### src/rtl/riscv_pkg.sv
// Shared core types: arbiter FSM state and transaction owner encodings.
package riscv_pkg;

    typedef enum logic {
        ARB_IDLE,
        ARB_BUSY
    } arb_state_t;

    typedef enum logic {
        OWNER_I,
        OWNER_D
    } arb_owner_t;

endpackage

### src/rtl/mem_arbiter.sv
// Shares one single-port memory between instruction fetch and load/store.
// One transaction in flight; data has priority, fetch is protected from starvation.
module mem_arbiter
    import riscv_pkg::*;
#(
    parameter int ADDR_W       = 32,
    parameter int DATA_W       = 32,
    parameter int STARVE_LIMIT = 4
) (
    input  logic                clk,
    input  logic                reset_n,
    input  logic                i_req,
    input  logic [ADDR_W-1:0]   i_addr,
    output logic                i_gnt,
    output logic                i_rvalid,
    output logic [DATA_W-1:0]   i_rdata,
    input  logic                d_req,
    input  logic                d_we,
    input  logic [DATA_W/8-1:0] d_be,
    input  logic [ADDR_W-1:0]   d_addr,
    input  logic [DATA_W-1:0]   d_wdata,
    output logic                d_gnt,
    output logic                d_rvalid,
    output logic [DATA_W-1:0]   d_rdata,
    output logic                m_req,
    output logic                m_we,
    output logic [DATA_W/8-1:0] m_be,
    output logic [ADDR_W-1:0]   m_addr,
    output logic [DATA_W-1:0]   m_wdata,
    input  logic                m_gnt,
    input  logic                m_rvalid,
    input  logic [DATA_W-1:0]   m_rdata,
    output logic                proto_err
);

    localparam logic [3:0] LIMIT = 4'(STARVE_LIMIT);

    arb_state_t state, state_next;
    arb_owner_t owner, owner_next;
    logic [3:0] starve_cnt, starve_cnt_next;
    logic       proto_err_next;
    logic       sel_d, sel_i;

    always_ff @(posedge clk or negedge reset_n) begin
        if (!reset_n) begin
            state      <= ARB_IDLE;
            owner      <= OWNER_I;
            starve_cnt <= 4'd0;
            proto_err  <= 1'b0;
        end else begin
            state      <= state_next;
            owner      <= owner_next;
            starve_cnt <= starve_cnt_next;
            proto_err  <= proto_err_next;
        end
    end

    always_comb begin
        state_next      = state;
        owner_next      = owner;
        starve_cnt_next = starve_cnt;
        proto_err_next  = proto_err;
        sel_d           = 1'b0;
        sel_i           = 1'b0;
        m_req           = 1'b0;
        i_gnt           = 1'b0;
        d_gnt           = 1'b0;
        i_rvalid        = 1'b0;
        d_rvalid        = 1'b0;
        i_rdata         = '0;
        d_rdata         = '0;

        case (state)
            ARB_IDLE: begin
                // Fetch overrides data only once it has waited STARVE_LIMIT data grants
                sel_d = d_req & ~(i_req & (starve_cnt == LIMIT));
                sel_i = i_req & ~sel_d;
                m_req = i_req | d_req;
                i_gnt = sel_i & m_gnt;
                d_gnt = sel_d & m_gnt;
                if (m_gnt && (sel_i || sel_d)) begin
                    owner_next = sel_d ? OWNER_D : OWNER_I;
                    state_next = ARB_BUSY;
                end
                if (!i_req || i_gnt) begin
                    starve_cnt_next = 4'd0;
                end else if (d_gnt && starve_cnt != LIMIT) begin
                    starve_cnt_next = starve_cnt + 4'd1;
                end
                // A response with nothing outstanding is dropped but remembered
                if (m_rvalid) begin
                    proto_err_next = 1'b1;
                end
            end
            ARB_BUSY: begin
                if (m_rvalid) begin
                    if (owner == OWNER_I) begin
                        i_rvalid = 1'b1;
                        i_rdata  = m_rdata;
                    end else begin
                        d_rvalid = 1'b1;
                        d_rdata  = m_rdata;
                    end
                    state_next = ARB_IDLE;
                end
            end
            default: state_next = ARB_IDLE;
        endcase

        m_we    = sel_d & d_we;
        m_be    = sel_d ? d_be : '1;
        m_addr  = sel_d ? d_addr : i_addr;
        m_wdata = sel_d ? d_wdata : '0;
    end

endmodule

### config.mk
export PLATFORM = sky130hd
export DESIGN_NAME = mem_arbiter
export DESIGN_NICKNAME = d
export VERILOG_FILES = /design/src/rtl/riscv_pkg.sv /design/src/rtl/mem_arbiter.sv
export SDC_FILE = /design/constraint.sdc
export NUM_CORES = 1
export LEC_CHECK = 0
export CORE_AREA = 2 2 109 111
export DETAILED_ROUTE_END_ITERATION = 7
export DIE_AREA = 0 0 111 113
export PLACE_DENSITY = 0.55
export SETUP_SLACK_MARGIN = 0.2
export SYNTH_ARGS = -nofsm -noshare
export SYNTH_HDL_FRONTEND = slang
export SYNTH_SLANG_ARGS = --single-unit
### constraint.sdc
create_clock -name clk -period 2.9 [get_ports clk]
set_input_delay 0.58 -clock clk [delete_from_list [all_inputs] [get_ports clk]]
set_output_delay 0.58 -clock clk [all_outputs]
set_load 0.02 [all_outputs]
==> qor.yml, run 1 <==
route:
  post-route-drc-count: 0
  detail-route-antenna-nets: 0
  drtIter0Drc: 48
  wl_microns: 10800
  dr.pass1.iters: 4
  routed_via_density: 3.98
  routedWlPerCell_microns: 17.0
  via_count: 2524
placement:
  dpl.hpwl_microns: 8140
  pre_cts_ws_ps: -373
  port-buffer-count: 277
  placedCellCount: 607
  gp_congestion: 0.810
  postPlaceCellArea_sq_mm: 0.00447
timing:
  finalClockSkew_ps: 5.20
  setup_violations: 0
  finalHoldViolCount: 0
  maxSlewViolCount: 0
  tightest_slew_ps: 395
  timing.final.crit_share_pct: 95.6
  max_freq_ghz: 0.361
  worst_slack_ps: 128
  slew_headroom_pct: 73.6
  rsz0062_at_grt: "yes"
  period_minus_slack_ps: 2770
  fin_setup_tns_ps: 0
logic_synthesis:
  synth_area_sq_mm: 0.00148
  seq_area_frac_synth_pct: 11.8
  ys_warn_count: 0
  avgSynthCellArea_sq_um: 7.83
  syn_inst: 189
  syn_nets: 330
  ys_types: 25
  ys_seq_elements: 7
clock_network:
  cts_hold_buf: 0
  clock_latency_ps: 230
  cts_tree: "done"
  numCtsBuffers: 3
  cts_max_path_buffers: 2
  cts_sinks: 7
  htreeDepth: 1
  ctsRootBufferMaster: "clkbuf_16"
  cts.reportedPaths.clkPinSlew_ps: 40
pwr:
  ir_worst_vdd_v: 0.000440
  power_density_mw_per_mm2: 288
  leakagePower_nw: 2.49
floorplanning:
  core_area_sq_mm: 0.0113
  pin_count: 278
  die_h_microns: 113
  die_x_microns: 111
  rows: 39
  die_area_sq_mm: 0.0125
  start_util_pct: 13.1
worst_setup_path:
  cp_slowest_cell: "dfrtp_1"
  critical_path_class: "register to output pin"
  cp.arrival_ps: 2190
  cp_slowest_stage_delay_ps: 360
  worstSetupEndpointType: "output pin"
  reg2reg_slack_ps: 1120
  cp_common_cell: "buf_6"
  startpoint_type: "register"
  worst_ep_required_time_ps: 2320
  crit_buf_inv: 6
  cp_max_fo: 5
  path_delay_family: "buffers and inverters"
  crit_path_cell_trace: "inv_2, ha_4, and3b_2, a211oi_4, buf_6, buf_12, buf_8, buf_6, mux2_4, buf_6"
status:
  outcome: "finished, final reports clean"
global_routing:
  grt_start_max_net_pins: 34
  grt.overflow.total: 0
  antenna_found_initial: 1
  grt_pass1_wl_microns: 15000
  grt_pass1_vias: 2595
  track_usage_pct: 15.1
final_layout:
  area_delta_synth_final_pct: 234
  final_core_util_pct: 43.8
  finalNetCount: 632
  finalInstanceArea_sq_mm: 0.00494
  stdcell_count: 634
  layout-drive-gt1-share_pct: 30.8
job:
  maxCapViolCount: 0
worst_hold_path:
  hp-class: "register to register"
==> synth_stat cells <==
cell / n / area share (%)
o21ai_0: 3 / 1.0
a211oi_4: 1 / 1.4
clkbuf_1: 9 / 2.3
or4_1: 1 / 0.51
nor4b_1: 1 / 0.59
inv_1: 5 / 1.3
nand2b_1: 4 / 1.7
a21o_1: 4 / 2.0
and3b_1: 1 / 0.59
a21oi_1: 1 / 0.34
buf_6: 4 / 3.0
and2_1: 98 / 41
dfrtp_1: 7 / 12
or3_1: 1 / 0.42
nand4b_1: 1 / 0.59
nand2_1: 5 / 1.3
nor2_1: 3 / 0.76
o22ai_1: 1 / 0.42
mux2_1: 1 / 0.76
mux2_2: 31 / 24
and3_1: 1 / 0.42
ha_1: 2 / 1.7
o211ai_1: 2 / 1.0
nand3_1: 1 / 0.34
o2111a_1: 1 / 0.76
==> metrics by stage <==
stage / hold WS (ps) / power (mW)
final: 464 / 1.42
after detailed placement: 456 / 1.03
after global routing: 488 / 1.50
after global placement: 447 / 1.03
after CTS: 472 / 1.27
after floorplan: 284 / 0.510
==> power breakdown <==
| part | internal, mW | switching [mW] |
|---|---|---|
| Sequential | 0.111 | 0.0128 |
| Clock | 0.183 | 0.0562 |
| Combinational | 0.614 | 0.447 |
==> flip-flops by register name (all words and copies together), names as in the netlist <==
signal      count
proto_err       1
state           1
starve_cnt      4
owner           1
==> layout make-up <==
| type | instances | area, sq um |
|---|---|---|
| multi-input cells | 164 | 1370 |
| flip-flops and latches | 7 | 175 |
| fillers | 1151 | 6330 |
| repair buffers | 310 | 3120 |
| diodes | 1 | 2.50 |
| well taps | 143 | 179 |
| inverters | 5 | 18.8 |
| clock buffers | 4 | 78.8 |
==> cells in the final DEF (no fill, tap or decap), drive strengths merged <==
cell,synthesis,final
dfrtp,7,7
o2111a,1,1
nand3,1,1
o22ai,1,1
dlymetal6s2s,0,1
or4,1,1
ha,2,2
nor2,3,3
nor4b,1,1
clkdlybuf4s15,0,4
diode,0,1
a21oi,1,1
o211ai,2,2
inv,5,5
buf,4,92
and3b,1,1
nand2b,4,4
and3,1,1
clkdlybuf4s50,0,139
nand4b,1,1
mux2,32,32
or3,1,1
dlygate4sd2,0,69
and2,98,98
a21o,4,4
a211oi,1,1
o21ai,3,3
clkbuf,9,9
nand2,5,5
==> per-layer routing <==
layer	share of wire (%)	track usage (%)	routed length (microns)	up-vias
li1	-	-	-	1223
met1	41	18.3	4450	1158
met2	49	26.4	5340	131
met3	7.3	4.23	788	12
met4	1.9	4.08	208	0
met5	0	0	0	-
==> worst paths after layout <==
| check | start | to | cells after the start |
|---|---|---|---|
| setup / recovery | starve_cnt[1] | m_addr[22] | 10 |
| hold / removal | proto_err | proto_err | 1 |
| setup reg to reg | starve_cnt[1] | owner | 9 |
| hold reg to reg | proto_err | proto_err | 1 |
| max in group asynchronous | reset_n | starve_cnt[2] | 1 |
| min in group asynchronous | reset_n | starve_cnt[3] | 1 |
==> what timing repair did <==
item                       in CTS  in global routing
setup endpoints to repair     135                 71
pin swaps                       2                  2
gates cloned                    2                  3
resized for setup             345                148
setup buffers                  11                  6
==> cells by family (layout without fill, tap and decap cells) <==
logic type	count (synthesis)	count (layout)	synth area share, %
and+or+nand+nor	117	117	48.6
muxes	32	32	24.3
buffers and inverters	18	319	6.59
AOI/OAI and AO/OA	13	13	6.93
DFF	7	7	11.8
adders and majority gates	2	2	1.69
other	0	1	0
(Power assumes the default switching activity.)
==> run 2: changes to the inputs <==
Settings changed: SLEW_MARGIN set to 20.
Clock period 2.9 ns to 3 ns, I/O delays scaled along.
==> qor.yml, run 2 (same netlist as run 1, synthesis figures left out) <==
status:
  outcome: "finished, final reports clean"
clock_network:
  cts_tree: "done"
  clock_latency_ps: 230
  ctsRootBufferMaster: "clkbuf_16"
  numCtsBuffers: 3
  htreeDepth: 1
  cts_sinks: 7
  cts_hold_buf: 0
  cts.reportedPaths.clkPinSlew_ps: 40
  cts_max_path_buffers: 2
floorplanning:
  pin_count: 278
  start_util_pct: 13.1
  die_x_microns: 111
  die_h_microns: 113
  rows: 39
  die_area_sq_mm: 0.0125
  core_area_sq_mm: 0.0113
final_layout:
  top_register: "starve_cnt"
  finalNetCount: 621
  final_common_cell: "clkdlybuf4s50_1"
  area_delta_synth_final_pct: 212
  layout-drive-gt1-share_pct: 24.6
  largest_register_ffs: 4
  multi_input_area_sq_mm: 0.00127
  mostFrequentLayoutCells: "139 x clkdlybuf4s50_1, 98 x and2_1, 81 x dlygate4sd2_1, 21 x clkbuf_2, 20 x mux2_2"
  nFillCells: 1193
  ff_latch_area_sq_um: 175
  finalInstanceArea_sq_mm: 0.00462
placement:
  port-buffer-count: 277
  pre_cts_ws_ps: -301
  postPlaceCellArea_sq_mm: 0.00445
  gp_congestion: 0.829
  dpl.hpwl_microns: 8090
worst_setup_path:
  timing.rr.start: "starve_cnt[1]"
  startpoint_type: "register"
  critical_path_class: "register to output pin"
  reg2reg_slack_ps: 1260
  cp_slowest_stage_delay_ps: 350
  cp_max_fo: 5
  cp_slowest_cell: "dfrtp_1"
  path_delay_family: "buffers and inverters"
  worst_ep_required_time_ps: 2400
  worstSetupEndpointType: "output pin"
  crit_buf_inv: 5
  rr_worst_depth: 9
  cp_common_cell: "buf_6"
  cp.arrival_ps: 2150
  crit_path_cell_trace: "inv_2, ha_4, and3b_2, a211oi_4, buf_6, buf_12, clkbuf_16, mux2_4, buf_6"
  worstReg2RegEnd: "owner"
timing:
  timing.final.crit_share_pct: 91.5
  maxSlewViolCount: 0
  fin_setup_tns_ps: 0
  worst_slack_ps: 254
  slew_headroom_pct: 71.0
  tightest_slew_ps: 433
  period_minus_slack_ps: 2750
  max_freq_ghz: 0.364
  rsz0062_at_grt: "yes"
  setup_violations: 0
  finalClockSkew_ps: 2.36
  finalHoldViolCount: 0
route:
  routed_via_density: 3.90
  wl_microns: 10500
  drtIter0Drc: 68
  detail-route-antenna-nets: 0
  routedWlPerCell_microns: 16.9
  via_count: 2431
  dr.pass1.iters: 4
  post-route-drc-count: 0
worst_hold_path:
  hold_path_end: "proto_err"
  hp-start: "proto_err"
  hold_path_depth: 1
  hp-class: "register to register"
pwr:
  p_total_mw: 1.26
  power_density_mw_per_mm2: 272
  leakagePower_nw: 2.33
  ir_worst_vdd_v: 0.000369
global_routing:
  antenna_found_initial: 2
  grt_start_max_net_pins: 34
  grt_pass1_wl_microns: 14600
  grt_pass1_vias: 2422
  track_usage_pct: 14.7
  grt.overflow.total: 0
job:
  maxCapViolCount: 0
run 2: changes by cell type in the layout (fill, tap and decap cells not counted), sizes merged:
cell / delta
dlygate4sd2: +12
buf: -45
dlymetal6s2s: +2
clkbuf: +19
clkdlybuf4s15: +1
diode: +1
run 2: cell type report:
| type | instances | area share, % |
|---|---|---|
| multi-input combinational | 164 | 27.4 |
| antenna | 2 | 0.108 |
| clock buffer | 4 | 1.70 |
| timing repair buffer | 299 | 62.7 |
| inverter | 5 | 0.406 |
| sequential | 7 | 3.79 |
| tap | 143 | 3.87 |
run 2: through the flow:
| stage | hold slack, ps | utilization [%] | std cells |
|---|---|---|---|
| 6_report | 455 | 41.0 | 624 |
| 5_1_grt | 498 | 41.0 | 624 |
| 4_1_cts | 459 | 39.4 | 613 |
| 3_5_place_dp | 447 | 39.5 | 604 |
| 3_3_place_gp | 445 | 39.5 | 604 |
| 2_1_floorplan | 304 | - | 189 |
run 2: what timing repair did:
item	4_1_cts	5_1_grt
gates cloned	1	4
endpoints found under the setup margin	134	83
resized for setup	195	134
pin swaps	1	1
setup buffers	4	5
run 2: per-layer routing:
layer  vias up  track usage (%)  wire length (microns)  share of wire [%]
met3        10             3.91                    694                6.6
met2       130             24.7                   5200                 49
li1       1199                -                      -                  -
met4         0             4.50                    180                1.7
met5         -                0                      0                  0
met1      1092             18.5                   4440                 42
run 2: worst register-to-register path, cell delays in order, from the launching register on:
cell and delay, ps:
dfrtp_1 350, inv_2 60, ha_4 150, and3b_2 220, a211oi_4 250, buf_6 170, buf_16 140, buf_12 100
and2_1 140, a21o_1 90
run 2: where the power goes:
group | internal (mW) | leakage [nW] | switching, mW
logic | 0.504 | 2.21 | 0.407
registers | 0.107 | 0.0873 | 0.0132
clock network | 0.177 | 0.0382 | 0.0521
total | 0.788 | 2.33 | 0.472
run 2: worst max-delay path by stage:
stage                             start          end  cells past startpoint
after floorplan           starve_cnt[0]   m_addr[18]                      6
after global placement            d_req  m_wdata[31]                      7
after detailed placement          d_req  m_wdata[31]                      7
after CTS                         d_req   m_addr[14]                      7
after global routing      starve_cnt[1]   m_addr[16]                      9
final                     starve_cnt[1]   m_addr[16]                      9
